### config.mk
export PLATFORM = sky130hd
export DESIGN_NAME = uart_rx_cfg
export DESIGN_NICKNAME = d
export VERILOG_FILES = /design/src/rtl/uart_rx_cfg.sv
export SDC_FILE = /design/constraint.sdc
export NUM_CORES = 1
export LEC_CHECK = 0
export ABC_AREA = 1
export ABC_CLOCK_PERIOD_IN_PS = 2000
export CORE_ASPECT_RATIO = 0.7
export CORE_UTILIZATION = 55
export DETAILED_ROUTE_END_ITERATION = 12
export HOLD_SLACK_MARGIN = 0.08
export PLACE_DENSITY = 0.78
export SYNTH_ARGS = -nofsm -noshare
export SYNTH_HDL_FRONTEND = slang
export SYNTH_SLANG_ARGS = --single-unit
### constraint.sdc
create_clock -name clk -period 2 [get_ports clk]
set_input_delay 0.2 -clock clk [delete_from_list [all_inputs] [get_ports clk]]
set_output_delay 0.2 -clock clk [all_outputs]
set_load 0.03 [all_outputs]
### src/rtl/uart_rx_cfg.sv
// Configurable UART receiver: oversampled input, 3-vote majority per bit,
// optional parity, 1 or 2 stop bits, with parity/framing/break reporting.
module uart_rx_cfg #(
    parameter int unsigned DATA_BITS  = 8,
    parameter int unsigned OVERSAMPLE = 16,
    parameter int unsigned PARITY_EN  = 0,
    parameter int unsigned PARITY_ODD = 0,
    parameter int unsigned STOP_BITS  = 1
) (
    input  logic                 clk,
    input  logic                 rst_n,
    input  logic                 smp_tick_i,
    input  logic                 rxd_i,
    output logic [DATA_BITS-1:0] rxd_data_o,
    output logic                 rxd_flag_o,
    output logic                 parity_err_o,
    output logic                 frame_err_o,
    output logic                 break_o
);

    localparam int unsigned CntW = $clog2(OVERSAMPLE);
    localparam int unsigned BitW = 4;
    localparam logic [CntW-1:0] VoteA   = CntW'(OVERSAMPLE / 2 - 1);
    localparam logic [CntW-1:0] VoteB   = CntW'(OVERSAMPLE / 2);
    localparam logic [CntW-1:0] VoteC   = CntW'(OVERSAMPLE / 2 + 1);
    localparam logic [CntW-1:0] CntLast = CntW'(OVERSAMPLE - 1);

    typedef enum logic [2:0] {StIdle, StStart, StData, StParity, StStop} state_e;

    state_e                state_q, state_d;
    logic                  rxd_meta_q, rxd_s_q;
    logic [CntW-1:0]       smp_cnt_q, smp_cnt_d;
    logic [BitW-1:0]       bit_cnt_q, bit_cnt_d;
    logic [1:0]            vote_q, vote_d;
    logic [DATA_BITS-1:0]  shift_q, shift_d;
    logic                  par_bit_q, par_bit_d;
    logic                  ferr_acc_q, ferr_acc_d;
    logic [DATA_BITS-1:0]  data_q, data_d;
    logic                  flag_q, flag_d;
    logic                  perr_q, perr_d;
    logic                  ferr_q, ferr_d;
    logic                  brk_q, brk_d;

    logic tick_mid, tick_end, maj, ferr_final;

    assign tick_mid = smp_tick_i && (smp_cnt_q == VoteC);
    assign tick_end = smp_tick_i && (smp_cnt_q == CntLast);
    // Third vote is the live synchronised sample on the H+1 tick.
    assign maj = (vote_q[0] & vote_q[1]) | (vote_q[0] & rxd_s_q) | (vote_q[1] & rxd_s_q);
    assign ferr_final = ferr_acc_q | ~maj;

    always_comb begin
        state_d    = state_q;
        smp_cnt_d  = smp_cnt_q;
        bit_cnt_d  = bit_cnt_q;
        vote_d     = vote_q;
        shift_d    = shift_q;
        par_bit_d  = par_bit_q;
        ferr_acc_d = ferr_acc_q;
        data_d     = data_q;
        flag_d     = 1'b0;
        perr_d     = perr_q;
        ferr_d     = ferr_q;
        brk_d      = brk_q;

        if (state_q != StIdle && smp_tick_i) begin
            smp_cnt_d = (smp_cnt_q == CntLast) ? '0 : smp_cnt_q + 1'b1;
            if (smp_cnt_q == VoteA) vote_d[0] = rxd_s_q;
            if (smp_cnt_q == VoteB) vote_d[1] = rxd_s_q;
        end

        unique case (state_q)
            StIdle: begin
                smp_cnt_d  = '0;
                bit_cnt_d  = '0;
                vote_d     = '0;
                ferr_acc_d = 1'b0;
                if (!rxd_s_q) state_d = StStart;
            end
            StStart: begin
                if (tick_mid && maj) begin
                    state_d = StIdle;
                end else if (tick_end) begin
                    state_d   = StData;
                    bit_cnt_d = '0;
                end
            end
            StData: begin
                if (tick_mid) begin
                    for (int i = 0; i < DATA_BITS; i++) begin
                        if (bit_cnt_q == BitW'(i)) shift_d[i] = maj;
                    end
                end
                if (tick_end) begin
                    if (bit_cnt_q == BitW'(DATA_BITS - 1)) begin
                        state_d   = (PARITY_EN != 0) ? StParity : StStop;
                        bit_cnt_d = '0;
                    end else begin
                        bit_cnt_d = bit_cnt_q + 1'b1;
                    end
                end
            end
            StParity: begin
                if (tick_mid) par_bit_d = maj;
                if (tick_end) begin
                    state_d   = StStop;
                    bit_cnt_d = '0;
                end
            end
            StStop: begin
                if (tick_mid) begin
                    if (bit_cnt_q == BitW'(STOP_BITS - 1)) begin
                        // Finish on the last stop bit's centre so a new start edge is not missed.
                        state_d = StIdle;
                        data_d  = shift_q;
                        flag_d  = 1'b1;
                        ferr_d  = ferr_final;
                        perr_d  = (PARITY_EN != 0) &&
                                  (((^shift_q) ^ par_bit_q) != (PARITY_ODD != 0));
                        brk_d   = ferr_final && (shift_q == '0) &&
                                  ((PARITY_EN == 0) || !par_bit_q);
                    end else begin
                        ferr_acc_d = ferr_final;
                    end
                end
                if (tick_end) bit_cnt_d = bit_cnt_q + 1'b1;
            end
            default: state_d = StIdle;
        endcase
    end

    always_ff @(posedge clk or negedge rst_n) begin
        if (!rst_n) begin
            state_q    <= StIdle;
            rxd_meta_q <= 1'b1;
            rxd_s_q    <= 1'b1;
            smp_cnt_q  <= '0;
            bit_cnt_q  <= '0;
            vote_q     <= '0;
            shift_q    <= '0;
            par_bit_q  <= 1'b0;
            ferr_acc_q <= 1'b0;
            data_q     <= '0;
            flag_q     <= 1'b0;
            perr_q     <= 1'b0;
            ferr_q     <= 1'b0;
            brk_q      <= 1'b0;
        end else begin
            state_q    <= state_d;
            rxd_meta_q <= rxd_i;
            rxd_s_q    <= rxd_meta_q;
            smp_cnt_q  <= smp_cnt_d;
            bit_cnt_q  <= bit_cnt_d;
            vote_q     <= vote_d;
            shift_q    <= shift_d;
            par_bit_q  <= par_bit_d;
            ferr_acc_q <= ferr_acc_d;
            data_q     <= data_d;
            flag_q     <= flag_d;
            perr_q     <= perr_d;
            ferr_q     <= ferr_d;
            brk_q      <= brk_d;
        end
    end

    assign rxd_data_o   = data_q;
    assign rxd_flag_o   = flag_q;
    assign parity_err_o = perr_q;
    assign frame_err_o  = ferr_q;
    assign break_o      = brk_q;

endmodule

# Yosys cells after proc, flatten, opt, wreduce, memory -nomap -nowiden

Index checks and enable logic that the tools add are counted.

Register bits: 35
Input bits: 4
Output and inout port bits: 12
Word-level logic and storage cells: 110

Add/subtract/negate cells: 2
Equal/unequal tests: 25
Multiplexer cells: 28
Bitwise logic cells: 7
Reduce and logical (&&, ||, !) cells: 28

Operators with widths:

| cell                                                                  | count |
|---|---|
| 4-bit 2-to-1 mux                                                      | 8 |
| 3-bit AND reduction                                                   | 10 |
| 3-bit 2-to-1 mux                                                      | 8 |
| 4-bit by 3-bit equality test with 1-bit output, second input constant | 5 |
| 4-bit one-hot mux with 5 select lines                                 | 1 |
| 2-bit inequality test, second input constant                          | 9 |
| 3-bit one-hot mux with 5 select lines                                 | 1 |
| 4-bit equality test, second input constant                            | 3 |
| 4-bit by 1-bit adder with 4-bit output, second input constant         | 2 |
| 4-bit by 2-bit equality test with 1-bit output, second input constant | 2 |
| 8-bit zero test                                                       | 1 |
| 2-bit nonzero test                                                    | 4 |
| 1-bit 2-to-1 mux                                                      | 7 |
| 7-bit AND reduction                                                   | 1 |
| 3-bit by 2-bit equality test with 1-bit output, second input constant | 2 |
| 1-bit logical AND                                                     | 5 |
| 5-bit nonzero test                                                    | 1 |
| 4-bit by 1-bit equality test with 1-bit output, second input constant | 1 |
| 4-bit zero test                                                       | 1 |
| 2-bit 2-to-1 mux                                                      | 2 |
| 2-bit AND reduction                                                   | 2 |
| 4-bit AND reduction                                                   | 1 |
| 1-bit bitwise AND                                                     | 3 |
| 3-bit by 1-bit equality test with 1-bit output, second input constant | 1 |
| other kinds (7)                                                       | 9 |

# Depth between registers and ports, before layout

Depth after elaboration: 8
Gate-level depth with buffers: 11
Depth with buffers taken out: 11

# Worst setup path before layout

Ideal clock, no wire load.

Path kind: register -> register
From: register smp_cnt_q[1]
To: register data_q[5], in the netlist rxd_data_o[5]
Arrival time: 1255 ps
Required time: 1883 ps
Setup slack: 628 ps
Stages on the path, launching flop included: 11
Path buffers: 1
Clock period less this slack: 1372 ps
Path through: dfrtp_1 -> inv_1 -> ha_1 -> inv_1 -> nor2_4 -> inv_2 -> nor2_8 -> inv_4 -> buf_6 -> nor2_2 -> nor2_1

Longest elaborated chain between the ends: 3

RTL lines:

| element                              | RTL line | source |
|---|---|---|
| from (decl)                          | 32       | `logic [CntW-1:0] smp_cnt_q, smp_cnt_d;` |
| from (signal assigned)               | 152      | `smp_cnt_q <= smp_cnt_d;` |
| 4-bit equality test                  | 46       | `assign tick_mid = smp_tick_i && (smp_cnt_q == VoteC);` |
| 1-bit logical AND                    | 46       |  |
| 3-bit AND reduction (no source line) | n/a      |  |
| to (signal assigned)                 | 158      | `data_q <= data_d;` |
| to (decl)                            | 38       | `logic [DATA_BITS-1:0] data_q, data_d;` |

Every way passes these cells.
A chain may end at the register's enable or synchronous reset.

# Final worst setup path

From: register rxd_s_q
To: register brk_q, in the netlist break_o

Longest elaborated chain between the ends: 6
Elaborated cells between the ends (all ways): 7
Classes of those cells: bitwise: 6; reduce/logical: 1

RTL lines:

| element                | RTL line | source |
|---|---|---|
| from (decl)            | 31       | `logic rxd_meta_q, rxd_s_q;` |
| from (signal assigned) | 151      | `rxd_s_q <= rxd_meta_q;` |
| 1-bit bitwise AND      | 49       | `assign maj = (vote_q[0] & vote_q[1]) \| (vote_q[0] & rxd_s_q) \| (vote_q[1] & rxd_s_q);` |
| 1-bit bitwise OR       | 49       |  |
| 1-bit bitwise OR *     | 49       |  |
| 1-bit NOT *            | 50       | `assign ferr_final = ferr_acc_q \| ~maj;` |
| 1-bit bitwise OR *     | 50       |  |
| 1-bit logical AND *    | 120      | `brk_d = ferr_final && (shift_q == '0) &&` |
| to (signal assigned)   | 162      | `brk_q <= brk_d;` |
| to (decl)              | 42       | `logic brk_q, brk_d;` |

Every way passes the cells marked *; elsewhere a longest branch is shown, timed or not.

==> reports/metrics.yaml <==
layout:
  nFillCells: 288
  diodes: 0
  nets: 249
  drive_above_1_share_pct: 15.1
  syn2layout_area_growth_pct: 14.2
  finalNonFillerCells: 277
  seq_area_um2: 878
  multi_input_area_um2: 832
  final_core_util_pct: 66.3
route:
  viasPerCell: 4.93
  final_antenna_net_count: 0
  highest_layer: "met4"
  vias: 1366
  wl_met1_um: 1750
  route.met2.wl_um: 1220
  drc_errors: 3
  dr_wl_met3_um: 66
  routed_wl_um: 3090
  firstDrtPassIters: 10
  drtIter0Drc: 119
  wl_per_cell_um: 11.2
synthesis:
  yosys.area.top_type: "dfrtp_1"
  synthDistinctLibCells: 33
  syn_area_per_cell_um2: 8.44
  netlist_top_cells_area: "dfrtp_1 (45%), nand2_1 (13%), nand3_1 (5.2%)"
  synth_edf_count: 0
  synthArstFlopShare_pct: 100
  syn_nets: 229
  ys_ff_latch: 35
  yosysMostFrequentCell: "nand2_1"
  seq_area_frac_synth_pct: 47.7
  netlist_area_um2: 1840
  synthFlopType: "dfrtp_1"
  synthTopCellsByCount: "nand2_1 (65), dfrtp_1 (33), inv_1 (22)"
  netlist.area_leader.share_pct: 44.9
  ys_warn_count: 0
  netlist_instances: 218
critical_path:
  rrSetupSlack_ns: 0.46
  cpMaxStageDelayCell: "dfstp_2"
  reg2regPathDepth: 6
  reg2reg_to: "break_o"
  startpoint_type: "flip-flop"
  cp_data_required_time_ns: 2.18
  slowest_delay_ns: 0.58
  worst-path-buf-inv: 1
  worstPathArrival_ns: 1.71
  endpoint_kind: "flip-flop"
  critPathKind: "flip-flop to flip-flop"
  path_max_fanout: 7
  crit_path_start: "rxd_s_q"
  timing.rr.start: "rxd_s_q"
  path_cells: "nand2_1, nand3_1, inv_1, or2_2, nand2_1, o21ai_1"
  crit_path_frequent_cell: "nand2_1"
  cpLargestDelayFamily: "simple AND/OR/NAND/NOR gates"
power_and_ir_drop:
  power_leakage_nw: 1.04
  vdd_drop_max_uv: 647
  cellPowerDensity_nw_per_um2: 931
  p_total_mw: 1.96
clocking:
  cts-root-buf: "clkbuf_8"
  holdBufCountCts: 0
  clk_latency_ns: 0.28
  clock-sinks: 35
  ctsResizeCount: 0
  cts.reportedPaths.clkPinSlew_ns: 0.07
  cts_tree: "done"
  cts_max_level: 2
  numCtsBuffers: 5
  clk_path_buf_depth: 2
  cts_setup_buffers: 0
die:
  row_count: 17
  fp.dieArea_um2: 3590
  die_y_um: 50.4
  io-pin-count: 16
  initial_utilization_pct: 58.1
  fp.dieW_um: 71.1
  fp.coreArea_um2: 3170
global_route:
  grt.total_usage_pct: 20.8
  grt_pass1_vias: 1190
  grt_pass1_wl_um: 5570
  overflow: 0
  antenna_found_initial: 0
  grt_max_degree: 36
sta:
  post-route-period-util_pct: 76.8
  rsz0062_at_grt: "no"
  fmax_ghz: 0.651
  slew_viol_final: 0
  setup_viol: 0
  final.setup.tns_ns: 0
  fin_skew_ns: 0.00450
  post-route-min-period_ns: 1.54
  hold_viol_final: 0
placed_design:
  gp_congestion: 0.848
  numPortBuffers: 14
  placed_cells: 269
  hpwl_um: 2390
job:
  cap_violations: 0
outcome:
  violations: "DRC"
  status: "complete, but fails checks"
min_path:
  min_path_type: "primary input to asynchronous set/reset pin"
[flip-flops by register name, indices dropped and copies added (netlist names), 2 cells and up]
register    cells
state_q         3
vote_q          2
rxd_data_o      8
shift_q         8
smp_cnt_q       4
bit_cnt_q       4
[worst max path at each step]
stage / end / slack [ns] / cells after the start
finish: break_o / 0.46 / 6
global route: bit_cnt_q[0] / 0.32 / 8
global placement: state_q[1] / 0.34 / 10
CTS: break_o / 0.47 / 6
detailed placement: state_q[0] / 0.31 / 10
floorplan: rxd_data_o[5] / 0.63 / 10
[metrics by stage]
step	area [µm²]	hold WS [ns]	worst slack (ns)
floorplan	1840	-0.0956	0.628
global placement	2020	0.346	0.340
detailed placement	2020	0.350	0.315
CTS	2100	0.313	0.465
global route	2100	0.317	0.320
finish	2100	0.315	0.463
[power by group]
group          leakage, nW  switching [mW]  internal (mW)
Combinational        0.537           0.422          0.202
Sequential           0.466          0.0727          0.780
Clock               0.0412           0.237          0.243
Total                 1.04           0.732           1.22
[per-layer routing]
metal,vias to the layer above,GRT usage (%)
met5,-,0
met3,5,5.42
met4,0,9.00
met2,13,25.2
met1,616,33.5
li1,732,-
[area by class of cell]
type / count / area share, %
sequential: 35 / 41.8
inverter: 29 / 5.30
clock buffer: 6 / 3.45
timing repair buffer: 15 / 7.02
clock inverter: 2 / 0.595
tap: 38 / 2.26
multi-input combinational: 152 / 39.6
[cell families (layout without fill, tap and decap cells)]
kind of cell / count (synthesis) / after routing / share of synthesized area [%]
AND/OR/NAND/NOR: 120 / 120 / 32.4
adder cells (fa/ha/maj): 7 / 7 / 4.76
AO/OA/AOI/OAI: 21 / 21 / 6.39
flip-flops: 35 / 35 / 47.7
XOR/XNOR: 3 / 3 / 1.43
buffers and inverters: 31 / 52 / 7.07
other: 1 / 1 / 0.204
[layout by cell type, fill, tap and decap left out, drive strengths merged, types with 2 or more instances in the layout]
cell type / Yosys / routed
clkdlybuf4s50: 0 / 14
nor2: 21 / 21
ha: 7 / 7
dfstp: 2 / 2
nor4: 2 / 2
o21ai: 12 / 12
dfrtp: 33 / 33
nand3: 23 / 23
xor2: 2 / 2
a21oi: 6 / 6
nand2: 69 / 69
nor3: 2 / 2
inv: 29 / 29
clkbuf: 0 / 6
No activity file was read; power rests on OpenSTA's default activity.
